--- config.mk ---
export PLATFORM = sky130hd
export DESIGN_NAME = shift_sequencer
export DESIGN_NICKNAME = d
export VERILOG_FILES = /design/src/rtl/shift_sequencer.sv
export SDC_FILE = /design/constraint.sdc
export NUM_CORES = 1
export LEC_CHECK = 0
export ABC_AREA = 1
export BUFFER_PORTS_ARGS = -buffer_cell sky130_fd_sc_hd__buf_2
export CAP_MARGIN = 0
export CORE_MARGIN = 2
export CORE_UTILIZATION = 46
export CTS_CLUSTER_DIAMETER = 60
export DETAILED_ROUTE_END_ITERATION = 10
export PLACE_DENSITY = 0.8
export SETUP_SLACK_MARGIN = 0.4
export SYNTH_ARGS = -nofsm -noshare
export SYNTH_HDL_FRONTEND = slang
export SYNTH_SLANG_ARGS = --single-unit
export TNS_END_PERCENT = 30
--- constraint.sdc ---
create_clock -name clk -period 1.4 [get_ports clk]
set_clock_uncertainty 0.05 [all_clocks]
set_input_delay 0.14 -clock clk [delete_from_list [all_inputs] [get_ports clk]]
set_output_delay 0.14 -clock clk [all_outputs]
set_load 0.05 [all_outputs]
--- src/rtl/shift_sequencer.sv ---
`default_nettype none
// ============================================================================
// Module   : shift_sequencer
// Purpose  : Multi-bit right-shift controller for an external single-step
//            right shift register. Accepts one request at a time (operand,
//            amount, arithmetic/logical), steps the register once per cycle
//            through its in/enable/mode inputs, feeding its output back, and
//            returns the shifted result over a valid/ready handshake.
// Revision : 1.0 - initial release
// ----------------------------------------------------------------------------
// Parameters
//   WIDTH      data width, must match the shift register width (>= 2)
//   AMT_W      shift-amount field width, $clog2(WIDTH)
// Ports
//   clk        clock, rising edge
//   rst_n      asynchronous active-low reset
//   req_valid  request present            req_ready  request can be accepted
//   req_data   operand                    req_amt    shift amount
//   req_arith  1 = sign-fill, 0 = zero-fill
//   resp_valid result available           resp_ready consumer accepts result
//   resp_data  shifted result
//   sr_in      shift register data input  sr_enable  shift register enable
//   sr_mode    shift register mode (1 = arithmetic)
//   sr_out     shift register data output
//   busy       high whenever not idle
// ============================================================================
module shift_sequencer #(
  parameter int WIDTH = 16,
  parameter int AMT_W = $clog2(WIDTH)
) (
  input  logic             clk,
  input  logic             rst_n,
  input  logic             req_valid,
  output logic             req_ready,
  input  logic [WIDTH-1:0] req_data,
  input  logic [AMT_W-1:0] req_amt,
  input  logic             req_arith,
  output logic             resp_valid,
  input  logic             resp_ready,
  output logic [WIDTH-1:0] resp_data,
  output logic [WIDTH-1:0] sr_in,
  output logic             sr_enable,
  output logic             sr_mode,
  input  logic [WIDTH-1:0] sr_out,
  output logic             busy
);

  localparam logic [1:0] S_IDLE  = 2'd0;
  localparam logic [1:0] S_SHIFT = 2'd1;
  localparam logic [1:0] S_DONE  = 2'd2;

  // Number of encodable amounts; exceeds WIDTH only for non-power-of-two
  // widths, where out-of-range amounts must be clamped.
  localparam int AMT_SPAN = 1 << AMT_W;

  logic [1:0]       state_q;
  logic [1:0]       state_d;

  logic [WIDTH-1:0] op_q;
  logic [AMT_W-1:0] cnt_q;
  logic             arith_q;
  logic             zero_q;
  logic             first_q;

  logic [AMT_W-1:0] amt_eff;
  logic             accept;
  logic             last_shift;

  // --------------------------------------------------------------------------
  // Amount conditioning
  // --------------------------------------------------------------------------
  generate
    if (AMT_SPAN > WIDTH) begin : g_amt_clamp
      localparam logic [AMT_W-1:0] AMT_MAX = AMT_W'(WIDTH - 1);
      assign amt_eff = (req_amt > AMT_MAX) ? AMT_MAX : req_amt;
    end else begin : g_amt_pass
      assign amt_eff = req_amt;
    end
  endgenerate

  assign accept     = (state_q == S_IDLE) && req_valid;
  // cnt_q holds the shifts still to perform, including the current cycle.
  assign last_shift = (cnt_q == AMT_W'(1));

  // --------------------------------------------------------------------------
  // FSM: state register
  // --------------------------------------------------------------------------
  always_ff @(posedge clk or negedge rst_n) begin
    if (!rst_n) begin
      state_q <= S_IDLE;
    end else begin
      state_q <= state_d;
    end
  end

  // --------------------------------------------------------------------------
  // FSM: next-state logic
  // --------------------------------------------------------------------------
  always_comb begin
    state_d = state_q;
    case (state_q)
      S_IDLE: begin
        if (req_valid) begin
          // A zero amount needs no register activity; the operand is the
          // result, so go straight to the response.
          state_d = (amt_eff == '0) ? S_DONE : S_SHIFT;
        end
      end
      S_SHIFT: begin
        if (last_shift) begin
          state_d = S_DONE;
        end
      end
      S_DONE: begin
        if (resp_ready) begin
          state_d = S_IDLE;
        end
      end
      default: begin
        state_d = S_IDLE;
      end
    endcase
  end

  // --------------------------------------------------------------------------
  // FSM: output decode (registered state plus sr_out only)
  // --------------------------------------------------------------------------
  always_comb begin
    req_ready  = 1'b0;
    resp_valid = 1'b0;
    resp_data  = '0;
    sr_enable  = 1'b0;
    sr_in      = op_q;
    sr_mode    = arith_q;
    busy       = 1'b1;
    case (state_q)
      S_IDLE: begin
        req_ready = 1'b1;
        busy      = 1'b0;
      end
      S_SHIFT: begin
        sr_enable = 1'b1;
        // First step loads the operand; later steps recirculate the
        // register's own output so each enabled edge shifts one more bit.
        sr_in     = first_q ? op_q : sr_out;
      end
      S_DONE: begin
        resp_valid = 1'b1;
        // The register was never touched for a zero amount, so its contents
        // are stale; answer with the latched operand instead.
        resp_data  = zero_q ? op_q : sr_out;
      end
      default: begin
        busy = 1'b1;
      end
    endcase
  end

  // --------------------------------------------------------------------------
  // Request context and shift bookkeeping
  // --------------------------------------------------------------------------
  always_ff @(posedge clk or negedge rst_n) begin
    if (!rst_n) begin
      op_q    <= '0;
      cnt_q   <= '0;
      arith_q <= 1'b0;
      zero_q  <= 1'b0;
      first_q <= 1'b1;
    end else if (accept) begin
      op_q    <= req_data;
      cnt_q   <= amt_eff;
      arith_q <= req_arith;
      zero_q  <= (amt_eff == '0);
      first_q <= 1'b1;
    end else if (state_q == S_SHIFT) begin
      cnt_q   <= cnt_q - AMT_W'(1);
      first_q <= 1'b0;
    end
  end

endmodule
`default_nettype wire

======== Yosys cells after proc, flatten, opt, wreduce, memory -nomap -nowiden ========
Index checks and enable logic that the tools add are counted.
cells by class
  equality and inequality tests ........... 6
  muxes and demuxes ....................... 17
  add/sub/neg operators ................... 1
  reductions and logical operators ........ 5
operators by type and width
  operator               number
  $mux W16               4
  $mux W2                4
  $mux W4                2
  $mux W1                6
  $ne A2 B2 Y1 const B   3
  $pmux W2 S3            1
  $eq A4 B1 Y1 const B   1
  $logic_not A4 Y1       1
  $sub A4 B1 Y4 const B  1
  $reduce_and A3 Y1      1
  $eq A2 B1 Y1 const B   1
  $eq A2 B2 Y1 const B   1
  $logic_not A2 Y1       1
  $reduce_bool A2 Y1     1
  $logic_and A1 B1 Y1    1
word-level totals
  input bits .............................. 41
  logic and storage cells ................. 35
  flip-flop bits (word level) ............. 25

======== Longest topological paths before layout ========
Gate-level depths: netlist (run 1).
  depth after elaboration ................. 4
  depth in mapped cells ................... 7

======== Least setup slack after synthesis (run 1) ========
OpenSTA, ideal clock, no wires.
  path kind ............................... reg2out
  start point ............................. reg state_q[1]
  end point ............................... out sr_in[10]
  data arrival time ....................... 1836 ps
  buffers on the path ..................... 1
  data required time ...................... 1210 ps
  slack ................................... -626 ps
  cell stages (with the launch flop) ...... 5
  cells stage by stage .................... dfrtp_1 nor2_4 nand2_4 buf_6 o21ai_1
between the ends
  word-level cells in the longest chain between the ends .. 2
ends and longest elaborated chain
  element                 line  text
  start, declared         56    logic [1:0] state_q;
  start signal, assigned  92    state_q <= state_d;
  $eq A2 B1 Y1            136   case (state_q)
  $mux W16                136
  end, declared           41    output logic [WIDTH-1:0] sr_in,
Every way passes these cells.

======== Worst setup path in the final report (run 1) ========
  start point ............................. reg first_q
  end point ............................... out sr_in[3]
between the ends
  word-level cells in the longest chain between the ends .. 2
ends and longest elaborated chain
  element                 line  text
  start, declared         63    logic first_q;
  start signal, assigned  168   first_q <= 1'b1;
  start signal, assigned  174   first_q <= 1'b1;
  start signal, assigned  177   first_q <= 1'b0;
  $mux W16                145   sr_in = first_q ? op_q : sr_out;
  $mux W16                136
Every way passes these cells.

==> Flow_metrics.wiki, run 1 <==
{| class="wikitable"
! Metric !! Value
|-
| Area share of the largest cell type after synthesis || between 30% and 40%
|-
| Antenna violations before repair || 0
|-
| Number of I/O port buffers || 77
|-
| Number of DRC markers in iteration 0 || 199
|-
| Global-route wire length before repair || 10730 microns
|-
| Switching portion of total power || a little under three fifths
|-
| Count of warnings emitted by yosys || 0
|-
| Setup_tns || -13.27 ns
|-
| Internal Dissipation || between 3 and 4 mW
|-
| Sum of net half-perimeters after detailed placement || approximately 3400 microns
|-
| Worst hold-check slack || -0.01236 ns
|-
| Status || finished with violations
|-
| Top-level I/O count || a little under 80
|-
| Worst reg2reg path startpoint || state_q[1]
|-
| Clock tree root driver cell || clkbuf_4
|-
| Final-report setup violation count || 49
|-
| Power Dens Cells || ~2900 mW/mm^2
|-
| Routing usage on met3 || under 10%
|-
| Worst-case register-to-register setup slack || -0.09 ns
|-
| Worst setup SP type || register
|-
| Destination of the worst register-to-register timing path || op_q[10]
|-
| Core area || 0.003363 sq mm
|-
| Leak Pwr || 1.535 nW
|-
| Count leader, synth || nand2_1
|-
| List of most frequent post-synthesis cells || 91 x nand2_1, 26 x inv_1, 24 x dfrtp_1, 16 x a21oi_1, 16 x o21ai_0
|-
| Residual DRC || 0
|-
| Starting density of the core || between 40% and 50%
|-
| Min-delay worst type || input pin to register
|-
| Fin. Hold Viols || 1
|-
| Relative contribution of the clock network to total power || 4.1%
|-
| Area Overhead vs Synth || 93.16%
|-
| Die X || 63.51 microns
|-
| Unrepaired setup endpoints after global routing || yes
|-
| Number of pins with negative max-slew slack in the final report || 0
|-
| Count of different cell masters after synthesis || 25
|-
| Clock tree buffer depth || 2
|-
| Critical path arrival || ~1.6 ns
|-
| P_sw || approximately 5.2 mW
|-
| Hold Path Stages || 3
|-
| Clock Latency Late Sink || 0.35 ns
|-
| Overall routing resource usage || 34.68%
|-
| Drt total wl || 7702 microns
|-
| Detailed-routing iteration count for the pre-antenna-repair pass || 4
|-
| Sink of the worst hold path || cnt_q[1]
|-
| Share of cells above drive strength 1 || a little under three fifths
|-
| Post-synthesis cell type with the largest combined area || dfrtp_1
|-
| Synth top area cells || dfrtp_1 37%, nand2_1 21%, o21ai_2 7.0%
|-
| Number of standard cells in the layout, taps in and fillers out || 385
|-
| Post-route total power || 8.989 mW
|-
| Via count || approximately 2200
|-
| Rows || 21
|-
| Layer with the highest usage || met2
|-
| Worst ir drop on vdd || about 1900 uV
|-
| Slew HR || around three fifths
|-
| Launch point of the worst hold path || req_amt[1]
|-
| Kind of end point of the critical path || output pin
|-
| Remaining antenna violation count after routing || 0
|-
| Die outline height || about 64 microns
|-
| Clock H-tree levels || 1
|-
| Fin nets || 383
|-
| DP Cell Count || roughly 350
|-
| Sequential share of the synthesized area || about 38%
|-
| Die Area || between 0.004 and 0.005 sq mm
|-
| Netlist area before placement || roughly 0.0016 sq mm
|-
| Top FF cell, synth || dfrtp_1
|-
| Share of total power in sequential cells || 17.2%
|-
| Maximum frequency from static timing analysis || ~0.55 GHz
|-
| Mean instance size in the synthesized netlist || 7.240 sq um
|-
| Post-layout minimum cycle time || roughly 1.8 ns
|-
| Worst Slack Setup Final || -0.4226 ns
|-
| Flops & latches, synth || 25
|-
| Cells on worst reg2reg path || 7
|-
| Number of maximum-capacitance constraint violations || 0
|-
| # clock sinks || 25
|-
| Met2 Usage GRT || approximately 64%
|-
| Gate count after technology mapping || 225
|-
| Vias per cell || between 5 and 6
|-
| Antenna Cells || 0
|-
| Portion of total power attributed to combinational logic || between 70% and 80%
|-
| Path type of the worst setup path || register to output pin
|-
| Final critical-path share of the clock period || 130.2%
|-
| Congestion Overflow GR || 0
|-
| GR Util met1 || between 30% and 40%
|-
| Inserted Clock Buffers || 3
|-
| Maximum number of pins on one net before global-route repair || 26
|-
| CP Data Required Time || roughly 1.2 ns
|-
| Post-placement setup slack || -0.1409 ns
|-
| Share of flip-flops with an asynchronous set or reset || between 90% and 100%
|-
| Largest stage delay on the critical path || approximately 0.57 ns
|-
| Violations in the final reports || hold timing, setup timing
|-
| GPL Wtd Cong || 0.7671
|-
| Cell with the biggest individual delay on the critical path || dfstp_2
|-
| Number of enable-type register cells in the synthesized netlist || 0
|-
| Syn_nets || between 200 and 300
|-
| Routed wire length per instance || 20.01 microns
|-
| Slew @ Worst Pin || between 0.6 and 0.7 ns
|-
| Clock tree from TritonCTS || built
|-
| Crit-path cells || inv_2, nand2_4, buf_12, nand2_2, o21ai_4, buf_6
|-
| Worst Path Max Fanout || 14
|-
| Clock-pin slew on the worst setup and hold paths || approximately 0.16 ns
|-
| Number of global-route vias before repair || roughly 2200
|}
-- power by group through the flow --
stage | sequential, mW | combinational [mW] | clock [mW]
after floorplan | 1.40 | 4.18 | 0
after global placement | 1.38 | 5.29 | 0
after detailed placement | 1.38 | 5.41 | 0
after CTS | 1.43 | 6.48 | 0.336
after global routing | 1.55 | 7.33 | 0.392
final | 1.54 | 7.08 | 0.365
-- state kept, by name (all words and copies together), names as in the netlist --
name / count
cnt_q: 4
zero_q: 1
op_q: 16
sr_mode: 1
first_q: 1
state_q: 2
-- cells by family after synthesis --
| logic type | after synthesis | synth area share (%) |
|---|---|---|
| simple gates | 106 | 27.57 |
| compound gates | 51 | 19.28 |
| buf+inv | 40 | 12.59 |
| flops | 25 | 38.48 |
| fa+ha+maj | 2 | 1.536 |
| xor+xnor | 1 | 0.5377 |
-- metrics by stage --
stage | util (%) | area (sq um) | hold slack, ns
4_1_cts | 90.70 | 3050 | 0.01107
6_report | 93.56 | 3147 | -0.01236
2_1_floorplan | - | 1942 | -0.2056
3_3_place_gp | 73.33 | 2466 | 0.1107
3_5_place_dp | 73.33 | 2466 | 0.1074
5_1_grt | 93.56 | 3147 | 0.01530
-- metal layers --
metal | part of all wire (%) | up-vias
met1 | 35 | 1046
met3 | 7.6 | 48
met4 | 6.1 | 0
li1 | - | 941
met5 | 0 | -
met2 | 51 | 175
-- worst max-delay path by stage --
stage,startpoint,end,slack [ns],cells past startpoint
detailed placement,state_q[0],resp_data[10],-0.14,7
finish,first_q,sr_in[3],-0.42,6
CTS,state_q[0],resp_data[10],-0.35,7
global route,first_q,sr_in[3],-0.47,6
global placement,state_q[0],resp_data[13],-0.06,7
floorplan,state_q[0],sr_in[10],-0.27,5
-- timing repair --
item | 4_1_cts | 5_1_grt
hold buffers | 20 | 0
resized for setup | 115 | 14
cloned | 1 | 0
buffers inserted | 1 | 5
endpoints found under the hold margin | 43 | 0
endpoints found under the setup margin | 62 | 62
pin swaps | 19 | 0
-- worst max-delay path, delay by kind of cell, from the launching register on --
kind	cells	cell delay [ns]
compound gates	1	0.08
buf+inv	3	0.42
flops	1	0.57
simple gates	2	0.20
-- cell type report --
| type | instances | area [sq um] |
|---|---|---|
| Multi-Input combinational cell | 160 | 1211 |
| Timing Repair Buffer | 119 | 1090 |
| Sequential cell | 25 | 628.1 |
| Fill cell | 116 | 216.5 |
| Inverter | 30 | 125.1 |
| Tap cell | 46 | 57.56 |
| Clock buffer | 3 | 22.52 |
| Timing Repair inverter | 1 | 7.507 |
| Clock inverter | 1 | 5.005 |
-- layout by cell type (no fill, tap or decap), types with 3 or more instances in the layout --
cell type,n
nand2_1,63
buf_2,41
buf_6,37
nand2_2,27
inv_1,24
dfrtp_1,23
o21ai_4,20
dlygate4sd3_1,20
buf_4,11
a21oi_4,10
nand3_1,7
buf_12,7
o21ai_2,6
a21oi_2,6
inv_2,3
o21ai_1,3
clkbuf_4,3
buf_8,3
No activity file was read; power rests on OpenSTA's default activity.
==> run 2, diff against run 1 <==
Settings changed: CORE_UTILIZATION 46 to 42, PLACE_DENSITY 0.8 to 0.77.
Clock period 1.4 ns to 1.55 ns, I/O delays scaled along.
==> Flow_metrics.wiki, run 2 (synthesized netlist as in run 1, its figures left out) <==
{| class="wikitable"
! Metric !! Value
|-
| Die outline height || 66.28 microns
|-
| Worst Slack Setup Final || -0.1586 ns
|-
| Die X || about 66 microns
|-
| Min-delay worst type || input pin to register
|-
| Cell with the biggest individual delay on the critical path || dfrtp_1
|-
| Unrepaired setup endpoints after global routing || yes
|-
| Worst setup SP type || register
|-
| Path type of the worst setup path || register to output pin
|-
| Clock Latency Late Sink || about 0.27 ns
|-
| Starting density of the core || between 40% and 50%
|-
| Critical path buffer and inverter count || 4
|-
| Most common library cell in the layout ignoring fill and taps || nand2_1
|-
| Critical path arrival || approximately 1.5 ns
|-
| Commonest cells after routing, fill and taps aside || 57 x nand2_1, 41 x buf_2, 34 x nand2_2, 34 x buf_6
|-
| Worst ir drop on vdd || about 1500 uV
|-
| Kind of end point of the critical path || output pin
|-
| Maximum number of pins on one net before global-route repair || 26
|-
| Number of pins with negative max-slew slack in the final report || 0
|-
| Share of total power in sequential cells || approximately 17%
|-
| Area Overhead vs Synth || 81.80%
|-
| Remaining antenna violation count after routing || 0
|-
| Worst Path Max Fanout || 4
|-
| Design Area, Final || ~0.0030 sq mm
|-
| Fin nets || between 300 and 400
|-
| Area of placed instances || between 0.002 and 0.0025 sq mm
|-
| Top-level I/O count || 78
|-
| Residual DRC || 0
|-
| Routed wire length per instance || 14.30 microns
|-
| Leak Pwr || around 1.5 nW
|-
| Post-route total power || between 7 and 8 mW
|-
| Fin. Hold Viols || 0
|-
| Cells on worst reg2reg path || 9
|-
| Relative contribution of the clock network to total power || around 5.1%
|-
| Maximum frequency from static timing analysis || between 0.5 and 0.6 GHz
|-
| P_sw || ~4.3 mW
|-
| DP Cell Count || approximately 360
|-
| Inserted Clock Buffers || 3
|-
| Congestion Overflow GR || 0
|-
| Largest Register || op_q
|-
| Die Area || 0.004393 sq mm
|-
| Drt total wl || around 5300 microns
|-
| Clock-pin slew on the worst setup and hold paths || around 0.090 ns
|-
| Slew @ Worst Pin || a little under 0.6 ns
|-
| Biggest regs || op_q x16, cnt_q x4, state_q x2
|-
| Internal Dissipation || about 3.5 mW
|-
| Switching portion of total power || 54.92%
|-
| Rows || 22
|-
| Clock tree root driver cell || clkbuf_8
|-
| Vias per cell || 4.946
|-
| Antenna Cells || 0
|-
| CP Data Required Time || 1.34 ns
|-
| Number of flip-flops in the largest register || 16
|-
| Portion of total power attributed to combinational logic || just under 80%
|-
| Dominant delay contributor by cell family on the critical path || buffers and inverters
|-
| Clock H-tree levels || 1
|-
| # clock sinks || 25
|-
| Number of standard cells in the layout, taps in and fillers out || 369
|-
| Share of cells above drive strength 1 || 58.57%
|-
| Overall routing resource usage || approximately 25%
|-
| Crit-path cells || inv_2, nand2_2, inv_4, buf_4, o21ai_0, a21oi_2, buf_6
|-
| Critical path depth || 7
|-
| Number of DRC markers in iteration 0 || 50
|-
| GPL Wtd Cong || 0.7976
|-
| Clock tree from TritonCTS || built
|-
| Hold Path Stages || 3
|-
| Status || finished with violations
|-
| Sum of net half-perimeters after detailed placement || between 3000 and 4000 microns
|-
| Number of maximum-capacitance constraint violations || 0
|-
| Largest stage delay on the critical path || between 0.3 and 0.4 ns
|-
| Violations in the final reports || setup timing
|-
| Clock tree buffer depth || 2
|-
| Slew HR || 60.28%
|-
| Global-route wire length before repair || around 8300 microns
|-
| Final critical-path share of the clock period || 110.2%
|-
| Core area || 0.003689 sq mm
|-
| Detailed-routing iteration count for the pre-antenna-repair pass || 4
|-
| Power Dens Cells || 2623 mW/mm^2
|-
| Via count || between 1500 and 2000
|-
| Antenna violations before repair || 0
|-
| Number of global-route vias before repair || approximately 1800
|-
| Final-report setup violation count || 53
|-
| Number of I/O port buffers || a little under 80
|-
| Post-layout minimum cycle time || roughly 1.7 ns
|}
==> run 2: metrics by stage <==
stage                     setup TNS (ns)  hold slack [ns]  util, %  setup WS [ns]
after floorplan                   -2.435          -0.1906        -        -0.1378
after global placement                 0           0.1328    66.32        0.05745
after detailed placement               0           0.1312    66.32       0.001470
after CTS                         -3.420          0.02914    78.56        -0.1382
after global routing              -8.197          0.03084    80.29        -0.2362
final                             -4.438          0.02964    80.29        -0.1586
==> run 2: final timing paths <==
kind	from	endpoint	slack [ns]
worst min register to register	sr_mode	sr_mode	0.43
worst min-delay path	req_data[7]	op_q[7]	0.03
min in group asynchronous	rst_n	op_q[0]	0.36
worst max register to register	state_q[0]	op_q[5]	-0.10
max in group asynchronous	rst_n	op_q[14]	0.70
worst max-delay path	state_q[0]	resp_data[1]	-0.16
==> run 2: power by group through the flow <==
stage | sequential [mW] | clock (mW) | combinational (mW)
2_1_floorplan | 1.26 | 0 | 3.77
5_1_grt | 1.37 | 0.425 | 6.38
6_report | 1.33 | 0.396 | 6.04
4_1_cts | 1.28 | 0.394 | 5.85
3_5_place_dp | 1.25 | 0 | 4.78
3_3_place_gp | 1.24 | 0 | 4.70
==> run 2: tightest hold or removal path, stage by stage <==
cell	delay, ns
buf_2	0.07
nand2_1	0.04
nand2_1	0.05
==> run 2: layer usage <==
layer	up-vias	part of all wire, %	global-route usage (%)
li1	902	-	-
met1	857	39	27.78
met2	53	55	46.50
met3	13	3.7	3.578
met4	0	2.4	8.163
met5	-	0	0
==> run 2: cell type report <==
class / count / area [sq um]
clock inverter: 1 / 5.005
fill: 225 / 726.9
timing repair buffer: 102 / 910.9
tap: 48 / 60.06
clock buffer: 3 / 41.29
sequential: 25 / 626.9
multi-input combinational: 160 / 1187
inverter: 30 / 130.1
==> run 2: what timing repair did <==
| item | in CTS | in global routing |
|---|---|---|
| gates resized for setup | 110 | 20 |
| cloned | 2 | 0 |
| hold buffers | 1 | 0 |
| hold endpoints to repair | 24 | 0 |
| pin swaps | 22 | 6 |
| setup buffers | 2 | 2 |
| setup endpoints to repair | 61 | 61 |
